--- src/rtl/phys_reg_file_pkg.sv ---
// Shared core package for the physical register file.
// Holds the default geometry (register count, index width, data width)
// and the physical-register index / data typedefs used by the core.
package phys_reg_file_pkg;

  localparam int NUM_PREGS = 64;
  localparam int PREG_W    = 6;
  localparam int XLEN      = 32;

  typedef logic [PREG_W-1:0] preg_t;
  typedef logic [XLEN-1:0]   xdata_t;

endpackage

--- src/rtl/phys_reg_file_preg_ready_table.sv ---
// preg_ready_table: one ready bit per physical register.
//   - alloc clears a bit, writeback sets it, flush sets every bit.
//   - alloc beats writeback on the same preg; flush beats alloc.
//   - preg 0 is hard-wired ready.
//   - queries see same-cycle writebacks, but not same-cycle allocs.
// Ports:
//   clk, rst            clock, synchronous active-high reset (all ready)
//   flush               discard speculative allocations
//   wb0_*/wb1_*         writeback valid + destination index
//   alloc_valid/preg    rename allocation
//   qry1/2_preg         readiness query indices
//   qry1/2_ready        combinational readiness answers
module preg_ready_table
  import phys_reg_file_pkg::*;
#(
  parameter int NUM_PREGS = phys_reg_file_pkg::NUM_PREGS,
  parameter int PREG_W    = phys_reg_file_pkg::PREG_W
) (
  input  logic              clk,
  input  logic              rst,
  input  logic              flush,
  input  logic              wb0_valid,
  input  logic [PREG_W-1:0] wb0_preg,
  input  logic              wb1_valid,
  input  logic [PREG_W-1:0] wb1_preg,
  input  logic              alloc_valid,
  input  logic [PREG_W-1:0] alloc_preg,
  input  logic [PREG_W-1:0] qry1_preg,
  input  logic [PREG_W-1:0] qry2_preg,
  output logic              qry1_ready,
  output logic              qry2_ready
);

  logic [NUM_PREGS-1:0] ready;
  logic [NUM_PREGS-1:0] ready_next;

  // Next-state ready vector with priority flush > alloc > writeback > hold.
  always_comb begin
    ready_next = ready;
    for (int i = 0; i < NUM_PREGS; i++) begin
      if (i == 0 || flush) begin
        ready_next[i] = 1'b1;
      end else if (alloc_valid && alloc_preg == PREG_W'(i)) begin
        ready_next[i] = 1'b0;
      end else if ((wb0_valid && wb0_preg == PREG_W'(i)) ||
                   (wb1_valid && wb1_preg == PREG_W'(i))) begin
        ready_next[i] = 1'b1;
      end else begin
        ready_next[i] = ready[i];
      end
    end
  end

  // Ready vector register; reset marks every preg ready.
  always_ff @(posedge clk) begin
    if (rst) begin
      ready <= {NUM_PREGS{1'b1}};
    end else begin
      ready <= ready_next;
    end
  end

  // Query answers: stored bit, or a writeback landing this cycle.
  always_comb begin
    qry1_ready = ready[qry1_preg] ||
                 (wb0_valid && wb0_preg == qry1_preg) ||
                 (wb1_valid && wb1_preg == qry1_preg);
    qry2_ready = ready[qry2_preg] ||
                 (wb0_valid && wb0_preg == qry2_preg) ||
                 (wb1_valid && wb1_preg == qry2_preg);
  end

endmodule

--- src/rtl/phys_reg_file.sv ---
// phys_reg_file: physical register file with two read ports, two
// writeback ports and a readiness scoreboard for the scheduler.
//   - reads and queries are combinational and bypass same-cycle writebacks
//   - writes land at the next posedge; wb1 wins over wb0 on the same preg
//   - preg 0 reads as zero and ignores writes
// Ports:
//   clk, rst               clock, synchronous active-high reset
//   src1/2_reg, src1/2_val read port index / data (register read stage)
//   wb0_*, wb1_*           writeback valid / index / data
//   alloc_valid/preg       rename allocation (clears readiness)
//   qry1/2_preg, _ready    scheduler readiness queries
//   flush                  mark all pregs ready (data untouched)
module phys_reg_file
  import phys_reg_file_pkg::*;
#(
  parameter int NUM_PREGS = phys_reg_file_pkg::NUM_PREGS,
  parameter int PREG_W    = phys_reg_file_pkg::PREG_W,
  parameter int XLEN      = phys_reg_file_pkg::XLEN
) (
  input  logic              clk,
  input  logic              rst,
  input  logic [PREG_W-1:0] src1_reg,
  input  logic [PREG_W-1:0] src2_reg,
  output logic [XLEN-1:0]   src1_val,
  output logic [XLEN-1:0]   src2_val,
  input  logic              wb0_valid,
  input  logic [PREG_W-1:0] wb0_preg,
  input  logic [XLEN-1:0]   wb0_data,
  input  logic              wb1_valid,
  input  logic [PREG_W-1:0] wb1_preg,
  input  logic [XLEN-1:0]   wb1_data,
  input  logic              alloc_valid,
  input  logic [PREG_W-1:0] alloc_preg,
  input  logic [PREG_W-1:0] qry1_preg,
  input  logic [PREG_W-1:0] qry2_preg,
  output logic              qry1_ready,
  output logic              qry2_ready,
  input  logic              flush
);

  logic [XLEN-1:0] regs [NUM_PREGS];

  // Read with bypass: zero for preg 0, then wb1, then wb0, then storage.
  function automatic logic [XLEN-1:0] read_port(input logic [PREG_W-1:0] idx);
    logic [XLEN-1:0] val;
    if (idx == {PREG_W{1'b0}}) begin
      val = {XLEN{1'b0}};
    end else if (wb1_valid && wb1_preg == idx) begin
      val = wb1_data;
    end else if (wb0_valid && wb0_preg == idx) begin
      val = wb0_data;
    end else begin
      val = regs[idx];
    end
    return val;
  endfunction

  // Data array: reset clears everything; wb1 is issued last so it wins.
  always_ff @(posedge clk) begin
    if (rst) begin
      for (int i = 0; i < NUM_PREGS; i++) begin
        regs[i] <= {XLEN{1'b0}};
      end
    end else begin
      if (wb0_valid && wb0_preg != {PREG_W{1'b0}}) begin
        regs[wb0_preg] <= wb0_data;
      end
      if (wb1_valid && wb1_preg != {PREG_W{1'b0}}) begin
        regs[wb1_preg] <= wb1_data;
      end
    end
  end

  // Combinational read ports.
  always_comb begin
    src1_val = read_port(src1_reg);
    src2_val = read_port(src2_reg);
  end

  preg_ready_table #(
    .NUM_PREGS (NUM_PREGS),
    .PREG_W    (PREG_W)
  ) u_ready (
    .clk         (clk),
    .rst         (rst),
    .flush       (flush),
    .wb0_valid   (wb0_valid),
    .wb0_preg    (wb0_preg),
    .wb1_valid   (wb1_valid),
    .wb1_preg    (wb1_preg),
    .alloc_valid (alloc_valid),
    .alloc_preg  (alloc_preg),
    .qry1_preg   (qry1_preg),
    .qry2_preg   (qry2_preg),
    .qry1_ready  (qry1_ready),
    .qry2_ready  (qry2_ready)
  );

endmodule

--- config.mk ---
export PLATFORM = sky130hd
export DESIGN_NAME = phys_reg_file
export DESIGN_NICKNAME = d
export VERILOG_FILES = /design/src/rtl/phys_reg_file_pkg.sv /design/src/rtl/phys_reg_file_preg_ready_table.sv /design/src/rtl/phys_reg_file.sv
export SDC_FILE = /design/constraint.sdc
export NUM_CORES = 2
export LEC_CHECK = 0
export CAP_MARGIN = 20
export CORE_AREA = 4 4 576 578
export DETAILED_ROUTE_END_ITERATION = 10
export DIE_AREA = 0 0 580 582
export PLACE_DENSITY = 0.52
export SLEW_MARGIN = 10
export SYNTH_ARGS = -nofsm -noshare
export SYNTH_HDL_FRONTEND = slang
export SYNTH_HIERARCHICAL = 1
export SYNTH_SLANG_ARGS = --single-unit
--- constraint.sdc ---
create_clock -name clk -period 10.85 [get_ports clk]
set_input_delay 2.17 -clock clk [delete_from_list [all_inputs] [get_ports clk]]
set_output_delay 2.17 -clock clk [all_outputs]
set_load 0.01 [all_outputs]
# == Word-level counts from Yosys, hierarchy flattened ==
# Memories as Yosys holds them, arrays and structs flattened.
# Cells that the tools add are included.
# word_totals
reg_bits,64
mem_bits_rw,2048
in_bits,112
word_cells,750
mem_count,1
# classes
n_lt_le_gt_ge,2
eq_ne,197
n_mux,150
n_reduce_logical,336
# memory_table
name,words,word_bits,rd,rd_clocked_by_memory_dff,write_ports,line,text
regs,64,32,2,0,64,phys_reg_file.sv:41,logic [XLEN-1:0] regs [NUM_PREGS];
# op_table
operator,count
== test 6 bit (second input constant),96
== test 6 x 5 -> 1 bit (second input constant),48
2-to-1 mux 32 bit,8
logical AND 1 bit,199
== test 6 x 4 -> 1 bit (second input constant),24
2-to-1 mux 1 bit,138
nonzero test 2 bit,63
== test 6 x 3 -> 1 bit (second input constant),12
logical OR 1 bit,67
OR reduction 32 bit,2
== test 6 bit,8
== test 6 x 2 -> 1 bit (second input constant),6
== test 6 x 1 -> 1 bit (second input constant),3
less-than comparator 6 x 7 -> 1 bit (second input constant),2
binary-select mux 1 bit (select 6 bit),2
zero test 6 bit,2
2-to-1 mux 6 bit,2
nonzero test 6 bit,2
OR reduction 2 bit,1

# == Depth between registers and ports, before layout ==
# logic_depth
word_depth,7
mapped_depth,11

# == By module ==
# Netlist, hierarchy kept.
# modules_own_cells
module,n_inst,cells_each,area_each_um2,seq_area_each_um2
phys_reg_file,1,8872,119314.4,61499.0
preg_ready_table,1,492,4260.3,1261.2

# == Least setup slack after synthesis ==
# No wires, ideal clock.
# synth_timing
kind,in2out
from,in src1_reg[1]
to,out src1_val[23]
arrival_ns,3.983
required_time_ns,8.680
setup_slack_ns,4.697
stages,7
cell_sequence,buf_4 > buf_2 > buf_1 > mux4_2 > mux2_2 > a2111oi_0 > a21oi_1
# synth_between
elab_chain_len,5
word_cells_on_any_way,9
# synth_rtl
element,line,text
start: declaration,phys_reg_file.sv:22,"input logic [PREG_W-1:0] src1_reg,"
branches (longest 4 deep; another with memory read (64 x 32 bit)),n/a,
2-to-1 mux 32 bit *,phys_reg_file.sv:46,if (idx == {PREG_W{1'b0}}) begin
end: declaration,phys_reg_file.sv:24,"output logic [XLEN-1:0] src1_val,"
# Mark *: on every way between the ends.

# == Worst setup path in the final report ==
# layout_timing
from,in src1_reg[3]
to,out src1_val[0]
# The elaborated chain is that of the path after synthesis.

==> impl_metrics.env <==
export IMPL_pwr_share_clk=0.387
export IMPL_status="complete, but fails checks"
export IMPL_area_delta_synth_final_pct=11.7
export IMPL_grt_pass1_vias=93881
export IMPL_numCtsBuffers=243
export IMPL_grt_usage=0.362
export IMPL_max_slew_margin=-0.0515
export IMPL_die_area_mm2=0.338
export IMPL_syn_inst=9364
export IMPL_clock_path_buffers=4
export IMPL_grt_pass1_wl_um=847000
export IMPL_cts_resized=0
export IMPL_coreArea_mm2=0.327
export IMPL_dpl_cell_area_mm2=0.130
export IMPL_grt_overflow_total=0
export IMPL_cp_slowest_stage_delay_ns=1.14
export IMPL_crit_fanout=16
export IMPL_power_density_mw_per_mm2=154
export IMPL_postCtsSetupRepairBufs=0
export IMPL_hold_path_class="reg -> reg"
export IMPL_vdd_drop_max_mv=0.132
export IMPL_routed_wl_um=638000
export IMPL_worst_pin_slew_ns=1.58
export IMPL_arrival_ns=7.39
export IMPL_p_comb_frac=0.162
export IMPL_final_layout_size_suffix_gt1_frac=0.206
export IMPL_pin_count=178
export IMPL_cts_sinks=2111
export IMPL_wl_met3_um=84000
export IMPL_dr_total_vias=100175
export IMPL_gp_congestion=1.01
export IMPL_hold_path_depth=2
export IMPL_routedWlPerCell_um=47.1
export IMPL_finalHoldViolCount=0
export IMPL_design_area_mm2=0.138
export IMPL_port_buffers=177
export IMPL_ys_seq_elements=2111
export IMPL_synth_flop_cell="edfxtp_1"
export IMPL_postRouteAntennaNets=0
export IMPL_drtIter0Drc=16624
export IMPL_required_ns=8.68
export IMPL_clk_latency_ns=0.99
export IMPL_route_detailed_drc=0
export IMPL_viasPerCell=7.40
export IMPL_fp_dieW_um=580
export IMPL_period_share=0.881
export IMPL_crit_type="in -> out"
export IMPL_tritoncts="built"
export IMPL_slew_violations=1
export IMPL_ys_seq_area_frac=0.508
export IMPL_internal_power_w=0.0150
export IMPL_regArea_mm2=0.0628
export IMPL_synthesis_area_mm2=0.124
export IMPL_skew_ns=0
export IMPL_switching_share=0.296
export IMPL_cts_hold_buffers=0
export IMPL_dr_wl_met2_um=271000
export IMPL_synthArstFlopShare=0
export IMPL_cts_clk_slew_worst_paths_ns=0.06
export IMPL_antenna_found_initial=68
export IMPL_violations="max-slew violations"
export IMPL_crit_path_frequent_cell="buf_4"
export IMPL_cts_root_buffer="clkbuf_16"
export IMPL_end_kind="primary output"
export IMPL_multi_input_area_mm2=0.0562
export IMPL_finalCriticalPeriod_ns=9.56
export IMPL_nets=9064
export IMPL_clock_fmax_mhz=105
export IMPL_wl_met1_um=221000
export IMPL_dpl_hpwl_um=393000
export IMPL_maxCapViolations=0
export IMPL_initial_core_util=0.378
export IMPL_power_frac_seq=0.451
export IMPL_r2r_cells=2
export IMPL_highest_layer="met5"
export IMPL_cp_slowest_cell="clkdlybuf4s50_1"
export IMPL_start_kind="input pin"
export IMPL_chipHeight_um=582
export IMPL_fill_cells=29483
export IMPL_synth_area_per_cell_um2=13.2
export IMPL_finalSetupTns_ns=0
export IMPL_dr_pass1_iters=8
export IMPL_rsz0062_at_grt="false"
export IMPL_yosys_warnings=6
export IMPL_power_switching_w=0.00630
export IMPL_grt_max_degree=114
export IMPL_setup_violations=0
export IMPL_htree_levels=4
export IMPL_synth_edf_count=2048
export IMPL_ys_types=60
export IMPL_worstPathCellList="clkdlybuf4s50_1, buf_4, nand3b_1, buf_4, a2111oi_0, a2111oi_0, buf_4, a21oi_1, clkdlybuf4s50_1"
export IMPL_core_rowCount=210
export IMPL_p_leak_nw=47.8
-- cells by family after synthesis --
group                     Yosys count  share of synthesized area
and+or+nand+nor                   922                     0.0345
xor gates and xnor gates           48                    0.00340
other                               1                  0.0000303
muxes                            1740                      0.200
buffers and inverters            1391                     0.0482
AOI/OAI and AO/OA                3151                      0.206
DFF                              2111                      0.508
-- worst max-delay path, delay by kind of cell --
family          cells  cell delay, ns
buf+inv             5            2.79
compound gates      3            1.79
simple gates        1            0.56
-- power groups by stage --
| stage | logic, W | clock network [W] | registers, W |
|---|---|---|---|
| finish | 0.00344 | 0.00825 | 0.00961 |
| global route | 0.00342 | 0.00857 | 0.00964 |
| CTS | 0.00327 | 0.00824 | 0.00959 |
| detailed placement | 0.00326 | 0 | 0.00976 |
| global placement | 0.00325 | 0 | 0.00973 |
| floorplan | 0.00167 | 0 | 0.00968 |
-- per-layer routing --
metal / up-vias / global-route usage
li1: 37833 / -
met1: 51780 / 0.436
met2: 8431 / 0.531
met3: 2079 / 0.124
met4: 52 / 0.280
met5: - / 0.00595
-- stage by stage --
stage | setup WS (ns) | std cells | util | hold WS, ns | power [W]
2_1_floorplan | 4.70 | 9395 | - | 0.447 | 0.0114
3_3_place_gp | 0.872 | 13020 | 0.398 | 0.467 | 0.0130
3_5_place_dp | 1.60 | 13039 | 0.399 | 0.479 | 0.0130
4_1_cts | 1.59 | 13489 | 0.422 | 0.493 | 0.0211
5_1_grt | 1.45 | 13509 | 0.423 | 0.532 | 0.0216
6_report | 1.29 | 13534 | 0.423 | 0.490 | 0.0213
-- cell usage after synthesis (26+ instances only) --
master,instances,area share
nand3_1,58,0.0023
clkbuf_1,1029,0.031
a211oi_1,26,0.0016
o21ai_0,103,0.0042
or3_1,62,0.0031
nor3_1,98,0.0040
a31oi_1,44,0.0022
nor2_1,184,0.0056
a22o_1,2044,0.14
buf_4,74,0.0045
mux2_2,171,0.016
o221ai_1,63,0.0045
dfxtp_1,63,0.010
o211ai_1,43,0.0026
mux2i_1,1010,0.082
edfxtp_1,2048,0.50
nand2_1,370,0.011
o22ai_1,254,0.013
buf_2,240,0.0097
a221oi_1,40,0.0028
a22oi_1,320,0.019
a21oi_1,137,0.0055
nor2b_1,52,0.0026
mux4_2,541,0.099
a2111oi_0,56,0.0040
nor4_1,30,0.0015
-- flip-flops by register name (all words and copies together) (netlist names) --
name / flops
regs: 2048
u_ready/ready: 63
-- layout by cell type (no fill, tap or decap), types with 50 or more instances in the layout --
cell type	Yosys	final
nor3_2	4	60
or3_2	0	58
o21ai_0	103	90
mux2_2	171	171
nand2_1	370	364
nor2_4	0	67
dfxtp_1	63	63
clkinv_2	0	50
a22o_1	2044	2044
o22ai_1	254	251
mux4_2	541	541
clkinv_1	1	60
nor2_1	184	116
a22oi_1	320	320
edfxtp_1	2048	2048
buf_4	74	542
mux2i_1	1010	1006
clkbuf_16	0	247
o221ai_1	63	63
a21oi_1	137	137
nand3_1	58	54
clkbuf_1	1029	57
clkdlybuf4s50_1	0	103
-- area by class of cell --
type,instances,share of cell area
Clock buffer,309,0.0468
Tap cell,4346,0.0394
Antenna cell,31,0.000562
Multi-Input combinational cell,5893,0.407
Clock inverter,141,0.00860
Timing Repair Buffer,699,0.0431
Inverter,4,0.000109
Sequential cell,2111,0.455
-- final timing paths --
path	end	from	slack (ns)
hold reg to reg	u_ready/ready[57]	u_ready/ready[57]	0.49
setup / recovery	src1_val[0]	src1_reg[3]	1.29
setup reg to reg	u_ready/ready[19]	u_ready/ready[19]	10.10
hold / removal	u_ready/ready[57]	u_ready/ready[57]	0.49
Note: power is estimated with default switching activity, not from simulation.
